$ cat config.mk
export PLATFORM = sky130hd
export DESIGN_NAME = passcode_keypad_capture_flat
export DESIGN_NICKNAME = d
export VERILOG_FILES = /design/src/rtl/atm_pkg.sv /design/src/rtl/passcode_keypad_capture_if.sv /design/src/rtl/key_debouncer.sv /design/src/rtl/passcode_keypad_capture.sv /design/src/flat_wrapper.sv
export SDC_FILE = /design/constraint.sdc
export NUM_CORES = 1
export LEC_CHECK = 0
export CELL_PAD_IN_SITES_DETAIL_PLACEMENT = 1
export CELL_PAD_IN_SITES_GLOBAL_PLACEMENT = 2
export CORE_MARGIN = 2
export CORE_UTILIZATION = 40
export CTS_CLUSTER_DIAMETER = 80
export CTS_CLUSTER_SIZE = 16
export DETAILED_ROUTE_END_ITERATION = 10
export GPL_TIMING_DRIVEN = 0
export HOLD_SLACK_MARGIN = 0.03
export PLACE_DENSITY = 0.81
export SLEW_MARGIN = 40
export SYNTH_ARGS = -nofsm -noshare
export SYNTH_HDL_FRONTEND = slang
export SYNTH_HIERARCHICAL = 1
export SYNTH_SLANG_ARGS = --single-unit
$ cat constraint.sdc
create_clock -name clk -period 3.07 [get_ports clk]
set_input_delay 0.614 -clock clk [delete_from_list [all_inputs] [get_ports clk]]
set_output_delay 0.614 -clock clk [all_outputs]
set_load 0.03 [all_outputs]
$ cat src/rtl/atm_pkg.sv
// Definitions shared between the keypad capture front-end and the ATM secure-room FSM.
// Holds the capture state encoding and the digit constants both sides agree on.
package atm_pkg;

    localparam int DIGIT_W = 2;

    typedef logic [DIGIT_W-1:0] digit_t;

    localparam digit_t CODE_CLEARED = 2'b00;
    localparam digit_t CODE_DIGIT_A = 2'b01;
    localparam digit_t CODE_DIGIT_B = 2'b10;

    typedef enum logic [1:0] {
        ST_EMPTY   = 2'd0,
        ST_ONE     = 2'd1,
        ST_PRESENT = 2'd2
    } entry_state_t;

    // True when a digit matches one of the codes the room FSM treats as meaningful.
    function automatic logic is_valid_digit(digit_t d);
        return (d == CODE_DIGIT_A) || (d == CODE_DIGIT_B);
    endfunction

endpackage

$ cat src/rtl/passcode_keypad_capture_if.sv
// Keypad-side inputs and room-FSM-side outputs of the passcode capture stage.
// The master drives keypad signals and observes results; the capture block is the slave.
interface passcode_keypad_capture_if;
    import atm_pkg::*;

    // Keypad side: key_press_raw is a level, key_code is only meaningful while it is high,
    // clear_key is a single-cycle synchronous abort. There is no back-pressure anywhere.
    logic         key_press_raw;
    digit_t       key_code;
    logic         clear_key;

    logic         [1:0] digit_count;
    digit_t       passcode_digit_1;
    digit_t       passcode_digit_2;
    logic         code_ready;
    logic         entry_timeout;
    entry_state_t fsm_state;

    modport master (
        output key_press_raw,
        output key_code,
        output clear_key,
        input  passcode_digit_1,
        input  passcode_digit_2,
        input  code_ready,
        input  entry_timeout,
        input  digit_count,
        input  fsm_state
    );

    modport slave (
        input  key_press_raw,
        input  key_code,
        input  clear_key,
        output passcode_digit_1,
        output passcode_digit_2,
        output code_ready,
        output entry_timeout,
        output digit_count,
        output fsm_state
    );

endinterface

$ cat src/rtl/key_debouncer.sv
// Two-flop synchroniser plus stable-count debouncer for the raw keypad strobe.
// Emits one registered press_evt pulse per accepted press; releases are tracked silently.
module key_debouncer #(
    parameter int DEBOUNCE_CYCLES = 4
) (
    input  logic clk,
    input  logic reset_n,
    input  logic key_press_raw,
    output logic press_evt
);

    localparam int                CNT_W    = $clog2(DEBOUNCE_CYCLES + 1);
    localparam logic [CNT_W-1:0]  CNT_LAST = CNT_W'(DEBOUNCE_CYCLES - 1);

    logic             sync_1;
    logic             sync_2;
    logic             key_level;
    logic [CNT_W-1:0] stable_cnt;

    always_ff @(posedge clk or negedge reset_n) begin
        if (!reset_n) begin
            sync_1 <= 1'b0;
            sync_2 <= 1'b0;
        end else begin
            sync_1 <= key_press_raw;
            sync_2 <= sync_1;
        end
    end

    // key_level flips only after DEBOUNCE_CYCLES consecutive synced samples disagree with it;
    // any sample that agrees restarts the run.
    always_ff @(posedge clk or negedge reset_n) begin
        if (!reset_n) begin
            key_level  <= 1'b0;
            stable_cnt <= '0;
            press_evt  <= 1'b0;
        end else begin
            press_evt <= 1'b0;
            if (sync_2 == key_level) begin
                stable_cnt <= '0;
            end else if (stable_cnt >= CNT_LAST) begin
                key_level  <= sync_2;
                stable_cnt <= '0;
                press_evt  <= sync_2;
            end else begin
                stable_cnt <= stable_cnt + 1'b1;
            end
        end
    end

endmodule

$ cat src/rtl/passcode_keypad_capture.sv
// Captures two debounced keypad digits and presents them as a stable pair to the room FSM,
// driving 2'b00/2'b00 whenever an entry is incomplete, timed out or aborted.
module passcode_keypad_capture
    import atm_pkg::*;
#(
    parameter int DEBOUNCE_CYCLES = 4,
    parameter int TIMEOUT_CYCLES  = 1000,
    parameter int HOLD_CYCLES     = 8
) (
    input  logic clk,
    input  logic reset_n,
    passcode_keypad_capture_if.slave kp
);

    localparam int                TO_W      = $clog2(TIMEOUT_CYCLES + 1);
    localparam int                HOLD_W    = $clog2(HOLD_CYCLES + 1);
    localparam logic [TO_W-1:0]   TO_LAST   = TO_W'(TIMEOUT_CYCLES - 1);
    localparam logic [HOLD_W-1:0] HOLD_LAST = HOLD_W'(HOLD_CYCLES);
    localparam logic [HOLD_W-1:0] HOLD_ONE  = HOLD_W'(1);

    logic press_evt;

    entry_state_t      state, state_n;
    digit_t            d1_q, d1_n;
    logic [TO_W-1:0]   to_cnt, to_cnt_n;
    logic [HOLD_W-1:0] hold_cnt, hold_cnt_n;

    digit_t     digit1_q, digit1_n;
    digit_t     digit2_q, digit2_n;
    logic       ready_q, ready_n;
    logic       timeout_q, timeout_n;
    logic [1:0] count_q, count_n;

    key_debouncer #(
        .DEBOUNCE_CYCLES(DEBOUNCE_CYCLES)
    ) u_debouncer (
        .clk          (clk),
        .reset_n      (reset_n),
        .key_press_raw(kp.key_press_raw),
        .press_evt    (press_evt)
    );

    always_ff @(posedge clk or negedge reset_n) begin
        if (!reset_n) begin
            state     <= ST_EMPTY;
            d1_q      <= CODE_CLEARED;
            to_cnt    <= '0;
            hold_cnt  <= '0;
            digit1_q  <= CODE_CLEARED;
            digit2_q  <= CODE_CLEARED;
            ready_q   <= 1'b0;
            timeout_q <= 1'b0;
            count_q   <= 2'd0;
        end else begin
            state     <= state_n;
            d1_q      <= d1_n;
            to_cnt    <= to_cnt_n;
            hold_cnt  <= hold_cnt_n;
            digit1_q  <= digit1_n;
            digit2_q  <= digit2_n;
            ready_q   <= ready_n;
            timeout_q <= timeout_n;
            count_q   <= count_n;
        end
    end

    // Outputs are computed as next-register values so nothing combinational reaches the ports.
    // Default is the cleared presentation; each state re-asserts what it must keep showing.
    always_comb begin
        state_n    = state;
        d1_n       = d1_q;
        to_cnt_n   = to_cnt;
        hold_cnt_n = hold_cnt;
        digit1_n   = CODE_CLEARED;
        digit2_n   = CODE_CLEARED;
        ready_n    = 1'b0;
        timeout_n  = 1'b0;
        count_n    = 2'd0;

        if (kp.clear_key) begin
            state_n    = ST_EMPTY;
            d1_n       = CODE_CLEARED;
            to_cnt_n   = '0;
            hold_cnt_n = '0;
        end else begin
            case (state)
                ST_EMPTY: begin
                    if (press_evt) begin
                        state_n  = ST_ONE;
                        d1_n     = kp.key_code;
                        to_cnt_n = '0;
                        count_n  = 2'd1;
                    end
                end

                ST_ONE: begin
                    count_n = 2'd1;
                    // A press in the final timeout cycle still completes the entry.
                    if (press_evt) begin
                        state_n    = ST_PRESENT;
                        digit1_n   = d1_q;
                        digit2_n   = kp.key_code;
                        ready_n    = 1'b1;
                        count_n    = 2'd2;
                        hold_cnt_n = HOLD_ONE;
                        to_cnt_n   = '0;
                    end else if (to_cnt >= TO_LAST) begin
                        state_n   = ST_EMPTY;
                        d1_n      = CODE_CLEARED;
                        timeout_n = 1'b1;
                        count_n   = 2'd0;
                        to_cnt_n  = '0;
                    end else begin
                        to_cnt_n = to_cnt + 1'b1;
                    end
                end

                ST_PRESENT: begin
                    // hold_cnt counts presented cycles, starting at 1 on the entry edge.
                    if (hold_cnt >= HOLD_LAST) begin
                        state_n    = ST_EMPTY;
                        d1_n       = CODE_CLEARED;
                        hold_cnt_n = '0;
                    end else begin
                        hold_cnt_n = hold_cnt + 1'b1;
                        digit1_n   = digit1_q;
                        digit2_n   = digit2_q;
                        count_n    = 2'd2;
                    end
                end

                default: begin
                    state_n = ST_EMPTY;
                end
            endcase
        end
    end

    assign kp.passcode_digit_1 = digit1_q;
    assign kp.passcode_digit_2 = digit2_q;
    assign kp.code_ready       = ready_q;
    assign kp.entry_timeout    = timeout_q;
    assign kp.digit_count      = count_q;
    assign kp.fsm_state        = state;

endmodule

$ cat src/flat_wrapper.sv
// flat-port wrapper written by rule: the top's interface ports become plain ports
module passcode_keypad_capture_flat import atm_pkg::*;
#(
    parameter int DEBOUNCE_CYCLES = 4,
    parameter int TIMEOUT_CYCLES  = 1000,
    parameter int HOLD_CYCLES     = 8
)
  (clk, reset_n, kp_key_press_raw, kp_key_code, kp_clear_key, kp_passcode_digit_1, kp_passcode_digit_2, kp_code_ready, kp_entry_timeout, kp_digit_count, kp_fsm_state);
  passcode_keypad_capture_if kp_i ();
  input  logic clk;
  input  logic reset_n;
  input wire logic [$bits(kp_i.key_press_raw)-1:0] kp_key_press_raw;
  input wire logic [$bits(kp_i.key_code)-1:0] kp_key_code;
  input wire logic [$bits(kp_i.clear_key)-1:0] kp_clear_key;
  output wire logic [$bits(kp_i.passcode_digit_1)-1:0] kp_passcode_digit_1;
  output wire logic [$bits(kp_i.passcode_digit_2)-1:0] kp_passcode_digit_2;
  output wire logic [$bits(kp_i.code_ready)-1:0] kp_code_ready;
  output wire logic [$bits(kp_i.entry_timeout)-1:0] kp_entry_timeout;
  output wire logic [$bits(kp_i.digit_count)-1:0] kp_digit_count;
  output wire logic [$bits(kp_i.fsm_state)-1:0] kp_fsm_state;
  assign kp_i.key_press_raw = kp_key_press_raw;
  assign kp_i.key_code = kp_key_code;
  assign kp_i.clear_key = kp_clear_key;
  assign kp_passcode_digit_1 = kp_i.passcode_digit_1;
  assign kp_passcode_digit_2 = kp_i.passcode_digit_2;
  assign kp_code_ready = kp_i.code_ready;
  assign kp_entry_timeout = kp_i.entry_timeout;
  assign kp_digit_count = kp_i.digit_count;
  assign kp_fsm_state = kp_i.fsm_state;
  passcode_keypad_capture #(.DEBOUNCE_CYCLES(DEBOUNCE_CYCLES), .TIMEOUT_CYCLES(TIMEOUT_CYCLES), .HOLD_CYCLES(HOLD_CYCLES)) u_core (.clk(clk), .reset_n(reset_n), .kp(kp_i));
endmodule
# Yosys cells after proc, flatten, opt, wreduce, memory -nomap -nowiden
# Index checks and enable logic that the tools add are counted.
# op_classes
n_addsub	3
magnitude_cmp	3
eq_ne	9
muxes	42
bitwise_logic	1
n_reduce_logical	9
# op_table
op	n
$mux W10	4
$mux W2	15
$pmux W10 S2	1
$pmux W2 S3	3
$mux W4	3
$mux W1	11
$add A10 B1 Y10 const B	1
$ge A10 B10 Y1 const B	1
$ne A3 B3 Y1 const B	3
$pmux W2 S2	2
$pmux W4 S2	1
$mux W3	2
$ne A3 B2 Y1 const B	2
$reduce_and A2 Y1	3
$reduce_bool A3 Y1	2
$reduce_and A5 Y1	1
$add A4 B1 Y4 const B	1
$ge A4 B4 Y1 const B	1
$ne A4 B3 Y1 const B	1
$reduce_bool A4 Y1	1
$add A3 B1 Y3 const B	1
$ge A3 B2 Y1 const B	1
$reduce_and A3 Y1	1
$eq A2 B1 Y1 const B	1
other kinds (4)	4
# word_totals
reg_bits	33
input_bits	6
output_inout_bits	10
word_cells	81

# Depth between registers and ports, before layout
# Gate-level depths: netlist (run 1).
# logic_depth
word_depth	5
mapped_depth	6
depth_no_buf	6

# By module
# The synthesis (run 1) kept the hierarchy.
# modules_own_cells
module	instances	cells_each	area_per_inst_um2	seq_area_each_um2
passcode_keypad_capture	1	126	1335.0	650.6
key_debouncer	1	17	271.5	175.2

# Worst setup path before layout (run 1)
# OpenSTA, ideal clock, no wires.
# synth_timing
kind	register -> register
start	reg u_core.state[0] (netlist: u_core/kp.fsm_state[0])
end	reg u_core.d1_q[0]
setup_time_ps	78
t_arrival_ps	1878
required_time_ps	2992
path_slack_ps	1115
path_stages_with_launch	7
n_path_buf	0
period_less_slack_ps	1955
path_cell_list	dfrtp_1 -> inv_1 -> ha_1 -> mux2_2 -> a32oi_1 -> or4b_1 -> a21oi_1
# synth_via
elab_chain_len	3
elab_cells_between_ends	11
classes_between	eq/ne: 6; mux: 2; reduce/logical: 3
# synth_lines
item	line_no	text
from (decl)	passcode_keypad_capture.sv:23	entry_state_t state, state_n;
from (signal assigned)	passcode_keypad_capture.sv:55	state <= state_n;
$eq A2 B2 Y1, or another cell as far along	passcode_keypad_capture.sv:86	case (state)
$ne A3 B2 Y1 (no source line), or another cell as far along	-	
$reduce_and A5 Y1 (no source line) or $mux W2 (tied branches)	-	
to (signal assigned)	passcode_keypad_capture.sv:56	d1_q <= d1_n;
to (decl)	passcode_keypad_capture.sv:24	digit_t d1_q, d1_n;
# Several ways; a longest one is shown, not always the timed one.
# A chain may end at the register's enable or synchronous reset.

# Worst setup path in the final report (run 1)
# layout_timing
start	reg u_core.state[1] (netlist: u_core/kp.fsm_state[1])
end	out kp_fsm_state[1]
# layout_lines
item	line_no	text
to (decl)	flat_wrapper.sv:20	output wire logic [$bits(kp_i.fsm_state)-1:0] kp_fsm_state;
# No word-level cell between the ends.

==> impl_results.md, run 1 <==
- Area of the multi-input gates: 751 um2
- Max Cap Violations: 0
- Routed vias: 1144
- Horiz. Die Dim: 67.4 um
- Gr usage total: 0.170
- Buffers on Ports: 14
- Drt wl/cell: 15.0 um
- Maximum VDD drop: 361 uV
- Seq/Total Area, Yosys: 0.514
- Flop and latch count out of synthesis: 33
- RR Startpoint: u_core/kp.fsm_state[1]
- Clk network pwr share: 0.328
- R2R Setup Slk: 1.05 ns
- Data required time of the critical path: 2.46 ns
- # IOs: 16
- Final period util: 0.663
- 1st-iter DRT viols: 46
- Worst R2R End: u_core/kp.fsm_state[0]
- Post-synthesis area per instance: 11.2 um2
- Post-DRT Antenna Nets: 0
- Post-synth EDFFs: 0
- Metal3 WL: 110 um
- Internal: 890 uW
- CTS Hold Bufs: 0
- Slowest stage delay, CP: 0.70 ns
- Synth Cell Area: 0.00161 mm2
- Setup tns final: 0 ns
- Synth unique cells: 43
- Synth warn: 6
- Worst Setup Start Kind: flop
- Clock tree sinks: 33
- Postcts setup bufs: 0
- Total Wirelength: 3230 um
- Cells after Synth: 143
- Number of H-tree levels: 2
- Vias in the first global route: 1235
- Setup violation total in the final timing report: 0
- Final-report hold violation count: 0
- Delay-heaviest family, CP: buffers and inverters
- Filler cell count: 431
- Critical-path cell list: clkdlybuf4s50_1
- Fmax: 491 MHz
- Fin crit period: 2.03 ns
- Syn_nets: 159
- DRC Markers: 0
- Post-synth top flop: dfrtp_1
- Skew final: 0.00326 ns
- DRT Pass-1 Iters: 4
- Die H: 67.4 um
- Layout cells sized above 1: 0.133
- Synth async-reset ratio: 1.00
- Layout Nets: 181
- Crit path buffers/inverters: 1
- DR top layer: met4
- Maximum clock path buffer count: 2
- WL met2: 1640 um
- CTS root buf: clkbuf_8
- CP Capture Type: output pin
- Final Slew Violations: 0
- Global-route wire length before repair: 5710 um
- Comb power frac: 0.261
- R2R cell count: 6
- Cell area after placement: 0.00183 mm2
- Sw Ratio: 0.312
- DP HPWL: 2480 um
- Vias/cell: 5.30
- Outcome: finished clean
- Total grt overflow: 0
- Clock Latency Late Sink: 0.29 ns
- Highest fanout seen on the critical path: 5
- Die area: 0.00454 mm2
- Register area: 826 um2
- # diodes: 0
- Post-CTS sizing: 0
- Antenna violations before repair: 0
- Largest net degree at the start of global routing: 19
- Critical Path Slowest Stage Cell: clkdlybuf4s50_1
- Worst-Margin Slew: 0.604 ns
- Kind of critical path: flop to output pin
- Switching pwr: 403 uW
- Unrepaired setup endpoints after global routing: false
- Initial Util: 0.407
- CTS buffer count: 5
- CP arrival: 1.42 ns
- Met1 wire length: 1430 um
- Slew margin rel.: 0.596
- Fin area: 0.00196 mm2
- P_leak: 0.000887 uW
- Hold WC Path Type: input port to async pin
- Commonest non-fill, non-tap cell in the layout: dfrtp_1
- Sequential share of power: 0.412
- Most frequent cells in the layout: 33 x dfrtp_1, 14 x nor2_1, 13 x clkdlybuf4s50_1, 12 x o21ai_0, 10 x ha_1
- CORE AREA: 0.00394 mm2
- Power Dens Cells: 661 mW/mm2
- Gpl congestion: 0.742
- Row cnt: 23
- CTS tree: done
- Final Core Density: 0.496
- CTS clock-pin slew for the worst setup and hold paths: 0.07 ns
- Area Overhead vs Synth: 21.8%
==> per-layer routing <==
metal  vias to the layer above  global-route usage
met5                         -                   0
met1                       561               0.199
li1                        559                   -
met2                        17               0.288
met3                         7              0.0550
met4                         0              0.0689
==> synth_stat cells, types with 2 or more instances <==
library cell	instances	area, um2
xor2_1	5	43.8
and4_1	2	17.5
nand2b_1	2	12.5
o211ai_1	2	15.0
mux2i_1	2	20.0
nor2_1	14	52.6
ha_1	10	125
a21oi_1	5	25.0
xnor2_1	2	17.5
a211o_1	2	17.5
or3b_2	2	17.5
inv_1	7	26.3
mux2_2	3	33.8
o21ai_0	12	60.1
or4b_1	2	20.0
nor3b_2	2	25.0
a22o_1	4	35.0
dfrtp_1	33	826
nand2_1	8	30.0
==> state kept, by name (all words and copies together), names as in the netlist <==
signal                         flops
u_core/u_debouncer/sync_2          1
u_core/u_debouncer/stable_cnt      3
u_core/kp.fsm_state                2
u_core/kp.digit_count              2
u_core/to_cnt                     10
u_core/kp.passcode_digit_1         2
u_core/u_debouncer/key_level       1
u_core/u_debouncer/sync_1          1
u_core/kp.code_ready               1
u_core/kp.passcode_digit_2         2
u_core/u_debouncer/press_evt       1
u_core/kp.entry_timeout            1
u_core/d1_q                        2
u_core/hold_cnt                    4
==> power groups by stage <==
stage / clock network [uW] / logic, uW / registers (uW)
after floorplan: 0 / 210 / 554
after global routing: 454 / 380 / 540
after CTS: 438 / 341 / 533
after global placement: 0 / 319 / 534
final: 424 / 337 / 532
after detailed placement: 0 / 339 / 541
==> through the flow <==
stage	std cells	hold slack (ns)	power (uW)	setup WS, ns
final	216	0.239	1290	1.04
after global placement	207	0.338	853	0.770
after detailed placement	208	0.352	879	1.06
after CTS	216	0.243	1310	1.02
after floorplan	143	0.318	764	1.11
after global routing	216	0.255	1370	0.912
==> area by class of cell <==
cell class / instances / area share
flip-flops and latches: 33 / 0.422
multi-input cells: 101 / 0.384
repair buffers: 15 / 0.0831
clock buffers: 6 / 0.0422
well taps: 50 / 0.0320
clock inverters: 2 / 0.0192
inverters: 7 / 0.0134
plain buffers: 2 / 0.00448
==> logic make-up (layout without fill, tap and decap cells) <==
| logic type | after synthesis | after routing | share of synthesized area |
|---|---|---|---|
| mux | 6 | 6 | 0.0405 |
| compound gates | 35 | 35 | 0.151 |
| xor+xnor | 7 | 7 | 0.0382 |
| flops | 33 | 33 | 0.514 |
| simple gates | 43 | 43 | 0.157 |
| fa+ha+maj | 10 | 10 | 0.0779 |
| buf+inv | 9 | 32 | 0.0218 |
==> worst max path at each step <==
| stage | start | endpoint | slack, ns | cells after the start |
|---|---|---|---|---|
| after floorplan | u_core/kp.fsm_state[0] | u_core/d1_q[0] | 1.11 | 6 |
| after global placement | reset_n | u_core/to_cnt[4] | 0.77 | 1 |
| after detailed placement | u_core/kp.fsm_state[0] | u_core/kp.passcode_digit_2[1] | 1.06 | 5 |
| after CTS | u_core/kp.fsm_state[1] | kp_fsm_state[1] | 1.02 | 1 |
| after global routing | u_core/kp.fsm_state[1] | u_core/kp.fsm_state[0] | 0.91 | 6 |
| final | u_core/kp.fsm_state[1] | kp_fsm_state[1] | 1.04 | 1 |
Note: power is estimated with default switching activity, not from simulation.
==> run 2: changes to the inputs <==
- CORE_UTILIZATION: 40 -> 33
- PLACE_DENSITY: 0.81 -> 0.71
- clock period: 3.07 -> 1.7 ns (I/O delays scaled with it)
==> run 2 against run 1 <==
Against the previous run: the flow now finishes with violations (setup timing); cell count grew 14%; sequential share of layout area shrank 4.4 points; critical endpoint is now u_core/d1_q[1]; sequential power grew 86%; worst hold slack gained 0.11 ns; largest power group unchanged; largest cell class is now multi-input combinational cells.
==> impl_results.md, run 2 (synthesis gave the netlist of run 1 again) <==
- Comb power frac: 0.357
- WHS Path Cells: 0
- Fin crit period: 1.78 ns
- CORE AREA: 0.00472 mm2
- Vias/cell: 5.03
- Most frequent cells in the layout: 31 x dfrtp_1, 13 x buf_4, 11 x nor2_1, 10 x o21ai_0, 8 x nand2_1
- # diodes: 0
- R2R Setup Slk: -0.08 ns
- Horiz. Die Dim: 73.8 um
- Drt wl/cell: 16.5 um
- Filler cell count: 504
- Vias in the first global route: 1274
- Largest register FFs: 10
- DP HPWL: 2750 um
- P_leak: 0.00102 uW
- Row cnt: 25
- Highest fanout seen on the critical path: 5
- Critical Path Slowest Stage Cell: or4b_1
- Delay-heaviest family, CP: simple AND/OR/NAND/NOR gates
- Global-route wire length before repair: 6510 um
- Total grt overflow: 0
- Internal: 1580 uW
- Total Wirelength: 4080 um
- Clock tree sinks: 33
- Worst Setup Start Kind: flop
- Initial Util: 0.340
- DR top layer: met4
- Gr usage total: 0.163
- Buffers on Ports: 14
- Fmax: 561 MHz
- Final period util: 1.05
- Critical-path cell list: inv_4, ha_4, buf_4, nor2_1, a32oi_2, or4b_1, a21oi_2
- Sw Ratio: 0.351
- Crit path buffers/inverters: 2
- CTS root buf: clkbuf_8
- Register area: 828 um2
- Unrepaired setup endpoints after global routing: true
- Layout cells sized above 1: 0.278
- Number of H-tree levels: 2
- Gpl congestion: 0.808
- # IOs: 16
- Skew final: 0.00330 ns
- CTS clock-pin slew for the worst setup and hold paths: 0.07 ns
- CP arrival: 1.99 ns
- Outcome: complete, but fails checks
- DRT Pass-1 Iters: 4
- Layout Nets: 195
- Routed vias: 1242
- CTS tree: done
- RR Startpoint: u_core/kp.fsm_state[0]
- WL met2: 2250 um
- Area of the multi-input gates: 885 um2
- Fin area: 0.00219 mm2
- Cell area after placement: 0.00191 mm2
- DRC Markers: 0
- Clk network pwr share: 0.236
- Final-report hold violation count: 0
- CP Capture Type: flop
- Worst-Margin Slew: 0.524 ns
- Hold WC Path Type: flop to flop
- Kind of critical path: flop to flop
- Max Cap Violations: 0
- Antenna violations before repair: 0
- Worst R2R End: u_core/d1_q[1]
- Maximum clock path buffer count: 2
- Failing checks: setup timing
- Sequential share of power: 0.407
- Maximum VDD drop: 657 uV
- Area Overhead vs Synth: 36.5%
- Metal3 WL: 93 um
- CTS buffer count: 5
- Biggest register: u_core/to_cnt
- Hold path endpoint: u_core/u_debouncer/sync_2
- Power Dens Cells: 1110 mW/mm2
- Largest registers: u_core/to_cnt x10, u_core/hold_cnt x4, u_core/u_debouncer/stable_cnt x3
- Die area: 0.00544 mm2
- Slew margin rel.: 0.651
- Setup violation total in the final timing report: 12
- Post-DRT Antenna Nets: 0
- R2R cell count: 7
- Met1 wire length: 1670 um
- Data required time of the critical path: 1.91 ns
- Slowest stage delay, CP: 0.51 ns
- Worst Hold Launch: u_core/u_debouncer/sync_1
- Die H: 73.8 um
- 1st-iter DRT viols: 57
- Commonest non-fill, non-tap cell in the layout: dfrtp_1
- Final Slew Violations: 0
- Switching pwr: 855 uW
- Post-Place Worst Slack: -0.256 ns
- Largest net degree at the start of global routing: 21
- Final setup margin: -0.0812 ns
- Clock Latency Late Sink: 0.29 ns
run 2: cell types whose count changed in the layout (fill, tap and decap cells not counted), sizes merged:
cell / change
dlymetal6s2s: +3
bufinv: -1
clkdlybuf4s50: -6
buf: +13
clkinv: +2
clkinvlp: -1
dlygate4sd2: +3
dlygate4sd3: +1
run 2: timing repair:
action | CTS | global route
setup buffers | 9 | 4
endpoints found under the hold margin | 13 | 0
gates resized for setup | 15 | 10
pin swaps | 8 | 3
hold buffers | 1 | 0
endpoints found under the setup margin | 25 | 25
run 2: power groups by stage:
stage | Sequential, uW | Combinational [uW] | Clock (uW)
3_3_place_gp | 982 | 652 | 0
2_1_floorplan | 1020 | 434 | 0
4_1_cts | 985 | 792 | 595
3_5_place_dp | 994 | 691 | 0
6_report | 992 | 869 | 576
5_1_grt | 1010 | 942 | 644
run 2: layout make-up:
type	instances	share of cell area
clock buffer	6	0.0331
sequential	33	0.378
buffer	2	0.00399
clock inverter	2	0.00456
multi-input combinational	101	0.403
tap	67	0.0382
inverter	7	0.0143
timing repair buffer	29	0.125
run 2: worst max-delay path by stage:
| stage | endpoint | start | slack (ns) | depth (start not counted) |
|---|---|---|---|---|
| floorplan | u_core/d1_q[0] | u_core/kp.fsm_state[0] | -0.04 | 6 |
| CTS | u_core/kp.fsm_state[0] | u_core/kp.fsm_state[1] | -0.08 | 6 |
| global placement | u_core/kp.fsm_state[1] | reset_n | -0.47 | 1 |
| finish | u_core/d1_q[1] | u_core/kp.fsm_state[0] | -0.08 | 7 |
| global route | u_core/d1_q[1] | u_core/kp.fsm_state[0] | -0.14 | 7 |
| detailed placement | u_core/kp.passcode_digit_1[0] | u_core/kp.fsm_state[0] | -0.26 | 5 |
run 2: metal layers:
metal	global-route usage	vias up
met3	0.0453	7
li1	-	583
met5	0	-
met4	0.0646	0
met1	0.187	637
met2	0.285	15
run 2: worst reg2reg max path, delay by kind of cell, from the launching register on:
kind / cells / cell delay [ns]
buf+inv: 2 / 0.21
compound gates: 2 / 0.23
flops: 1 / 0.45
fa+ha+maj: 1 / 0.18
simple gates: 2 / 0.64
run 2: metrics by stage:
stage,instances,total power [uW],util,hold slack [ns],TNS [ns]
global placement,224,1630,0.400,0.342,-13.20
global route,247,2590,0.464,0.386,-1.39
finish,247,2440,0.464,0.352,-0.362
detailed placement,225,1680,0.405,0.284,-2.68
CTS,243,2370,0.448,0.356,-0.179
floorplan,143,1450,-,0.0444,-0.102
==> run 3: changes to the inputs <==
- GPL_TIMING_DRIVEN: 0 -> 1
==> run 3 against run 2 <==
Against the previous run: die area is the same; non-clock buffer count grew 8; the run still ends with setup timing left; critical path depth is the same; count of clock-buffer cells in the layout is the same; cell count grew 3.2%; critical path type unchanged; largest power group unchanged.
==> impl_results.md, run 3 (synthesis gave the netlist of run 1 again) <==
- CP arrival: 1.92 ns
- Horiz. Die Dim: 73.8 um
- Slowest stage delay, CP: 0.46 ns
- Skew final: 0.0102 ns
- Filler cell count: 491
- DP HPWL: 2700 um
- Commonest non-fill, non-tap cell in the layout: dfrtp_1
- Post-Place Worst Slack: -0.136 ns
- Delay-heaviest family, CP: flip-flops
- Maximum VDD drop: 562 uV
- Critical Path Start: u_core/kp.fsm_state[0]
- WP depth: 7
- 1st-iter DRT viols: 50
- DRT Pass-1 Iters: 3
- Grt met1 use: 0.193
- Row cnt: 25
- Buffers on Ports: 15
- Largest register FFs: 10
- Most frequent cells in the layout: 31 x dfrtp_1, 22 x buf_4, 12 x nor2_1, 9 x clkdlybuf4s50_1, 8 x nand2_1
- Final Slew Violations: 0
- Hold WC Path Type: flop to flop
- Layout Nets: 203
- CTS tree: done
- Number of H-tree levels: 2
- Total Wirelength: 3950 um
- Drt wl/cell: 15.5 um
- Worst Setup Start Kind: flop
- Fmax: 574 MHz
- Die area: 0.00544 mm2
- CTS clock-pin slew for the worst setup and hold paths: 0.07 ns
- Vias/cell: 4.91
- Layout cells sized above 1: 0.335
- Final period util: 1.03
- RR Startpoint: u_core/kp.fsm_state[0]
- Die H: 73.8 um
- Cell area after placement: 0.00205 mm2
- Max Cap Violations: 0
- Largest registers: u_core/to_cnt x10, u_core/hold_cnt x4, u_core/u_debouncer/stable_cnt x3
- Kind of critical path: flop to flop
- Unrepaired setup endpoints after global routing: true
- Clock tree sinks: 33
- Data required time of the critical path: 1.88 ns
- R2R cell count: 7
- Met2 Use GR: 0.266
- Critical Path Slowest Stage Cell: dfrtp_2
- Global-route wire length before repair: 6480 um
- Routed vias: 1251
- Final-report hold violation count: 0
- Area Overhead vs Synth: 42.7%
- Total grt overflow: 0
- Initial Util: 0.340
- Outcome: complete, but fails checks
- Gpl congestion: 0.785
- Antenna violations before repair: 0
- Final setup margin: -0.0433 ns
- Slew margin rel.: 0.718
- Critical-path cell list: inv_4, ha_4, mux2_4, o211ai_1, buf_4, xor2_1, nor2_1
- Gr usage total: 0.157
- Maximum clock path buffer count: 2
- Fin crit period: 1.74 ns
- Crit path buffers/inverters: 2
- Vias in the first global route: 1339
- DRC Markers: 0
- # diodes: 0
- Largest net degree at the start of global routing: 34
- CTS buffer count: 5
- Failing checks: setup timing
- CTS root buf: clkbuf_8
- Setup violation total in the final timing report: 6
- Clock Latency Late Sink: 0.29 ns
- CP Capture Type: flop
- GR Layer Usage met3: 0.0412
- Fin area: 0.00229 mm2
- CORE AREA: 0.00472 mm2
- Power Dens Cells: 1120 mW/mm2
- Register area: 828 um2
- Worst-Margin Slew: 0.424 ns
- Fin Hold WS: 0.357 ns
- Post-DRT Antenna Nets: 0
- R2R Setup Slk: -0.04 ns
- Highest fanout seen on the critical path: 4
- P_leak: 0.00108 uW
- Worst R2R End: u_core/to_cnt[6]
- Busiest grt layer: met2
- Biggest register: u_core/to_cnt
- # IOs: 16
- CP endpoint: u_core/to_cnt[6]
- Area of the multi-input gates: 905 um2
-- run 3: per-stage QoR --
| step | setup TNS, ns | utilization | cells | total power (uW) |
|---|---|---|---|---|
| after floorplan | -0.102 | - | 143 | 1450 |
| after global placement | -1.33 | 0.433 | 244 | 1760 |
| after detailed placement | -2.25 | 0.433 | 244 | 1790 |
| after CTS | -0.310 | 0.473 | 254 | 2550 |
| after global routing | -1.06 | 0.485 | 255 | 2750 |
| final | -0.162 | 0.485 | 255 | 2570 |
-- run 3: report_power, final --
| part | total (uW) | switching (uW) | internal (uW) | leakage (uW) |
|---|---|---|---|---|
| sequential | 981 | 103 | 878 | 0.000444 |
| clock | 623 | 295 | 328 | 0.0000512 |
| combinational | 969 | 480 | 489 | 0.000580 |
| total | 2570 | 878 | 1690 | 0.00108 |
-- run 3: metal layers --
metal | wire length, um | vias up | share of wire
met4 | 55 | 0 | 0.014
li1 | - | 602 | -
met5 | 0 | - | 0
met3 | 94 | 6 | 0.024
met1 | 1700 | 630 | 0.43
met2 | 2100 | 13 | 0.53
-- run 3: worst min path at each step --
stage | startpoint | endpoint | slack [ns] | cells past startpoint
final | u_core/u_debouncer/sync_1 | u_core/u_debouncer/sync_2 | 0.36 | 0
after global routing | u_core/u_debouncer/sync_1 | u_core/u_debouncer/sync_2 | 0.38 | 0
after CTS | u_core/u_debouncer/sync_1 | u_core/u_debouncer/sync_2 | 0.36 | 0
after detailed placement | u_core/u_debouncer/sync_1 | u_core/u_debouncer/sync_2 | 0.35 | 0
after global placement | u_core/u_debouncer/sync_1 | u_core/u_debouncer/sync_2 | 0.34 | 0
after floorplan | reset_n | u_core/d1_q[0] | 0.04 | 0
-- run 3: layout make-up --
class                      instances  area share
multi-input combinational        101       0.395
timing repair buffer              39       0.152
clock buffer                       6      0.0360
sequential                        33       0.361
inverter                           7      0.0136
clock inverter                     2     0.00600
tap                               67      0.0366
-- run 3: timing repair --
item	CTS	global route
setup buffers	3	1
pin swaps	9	14
gates resized for setup	21	15
setup endpoints to repair	14	25
hold buffers	0	0
cloned	0	0
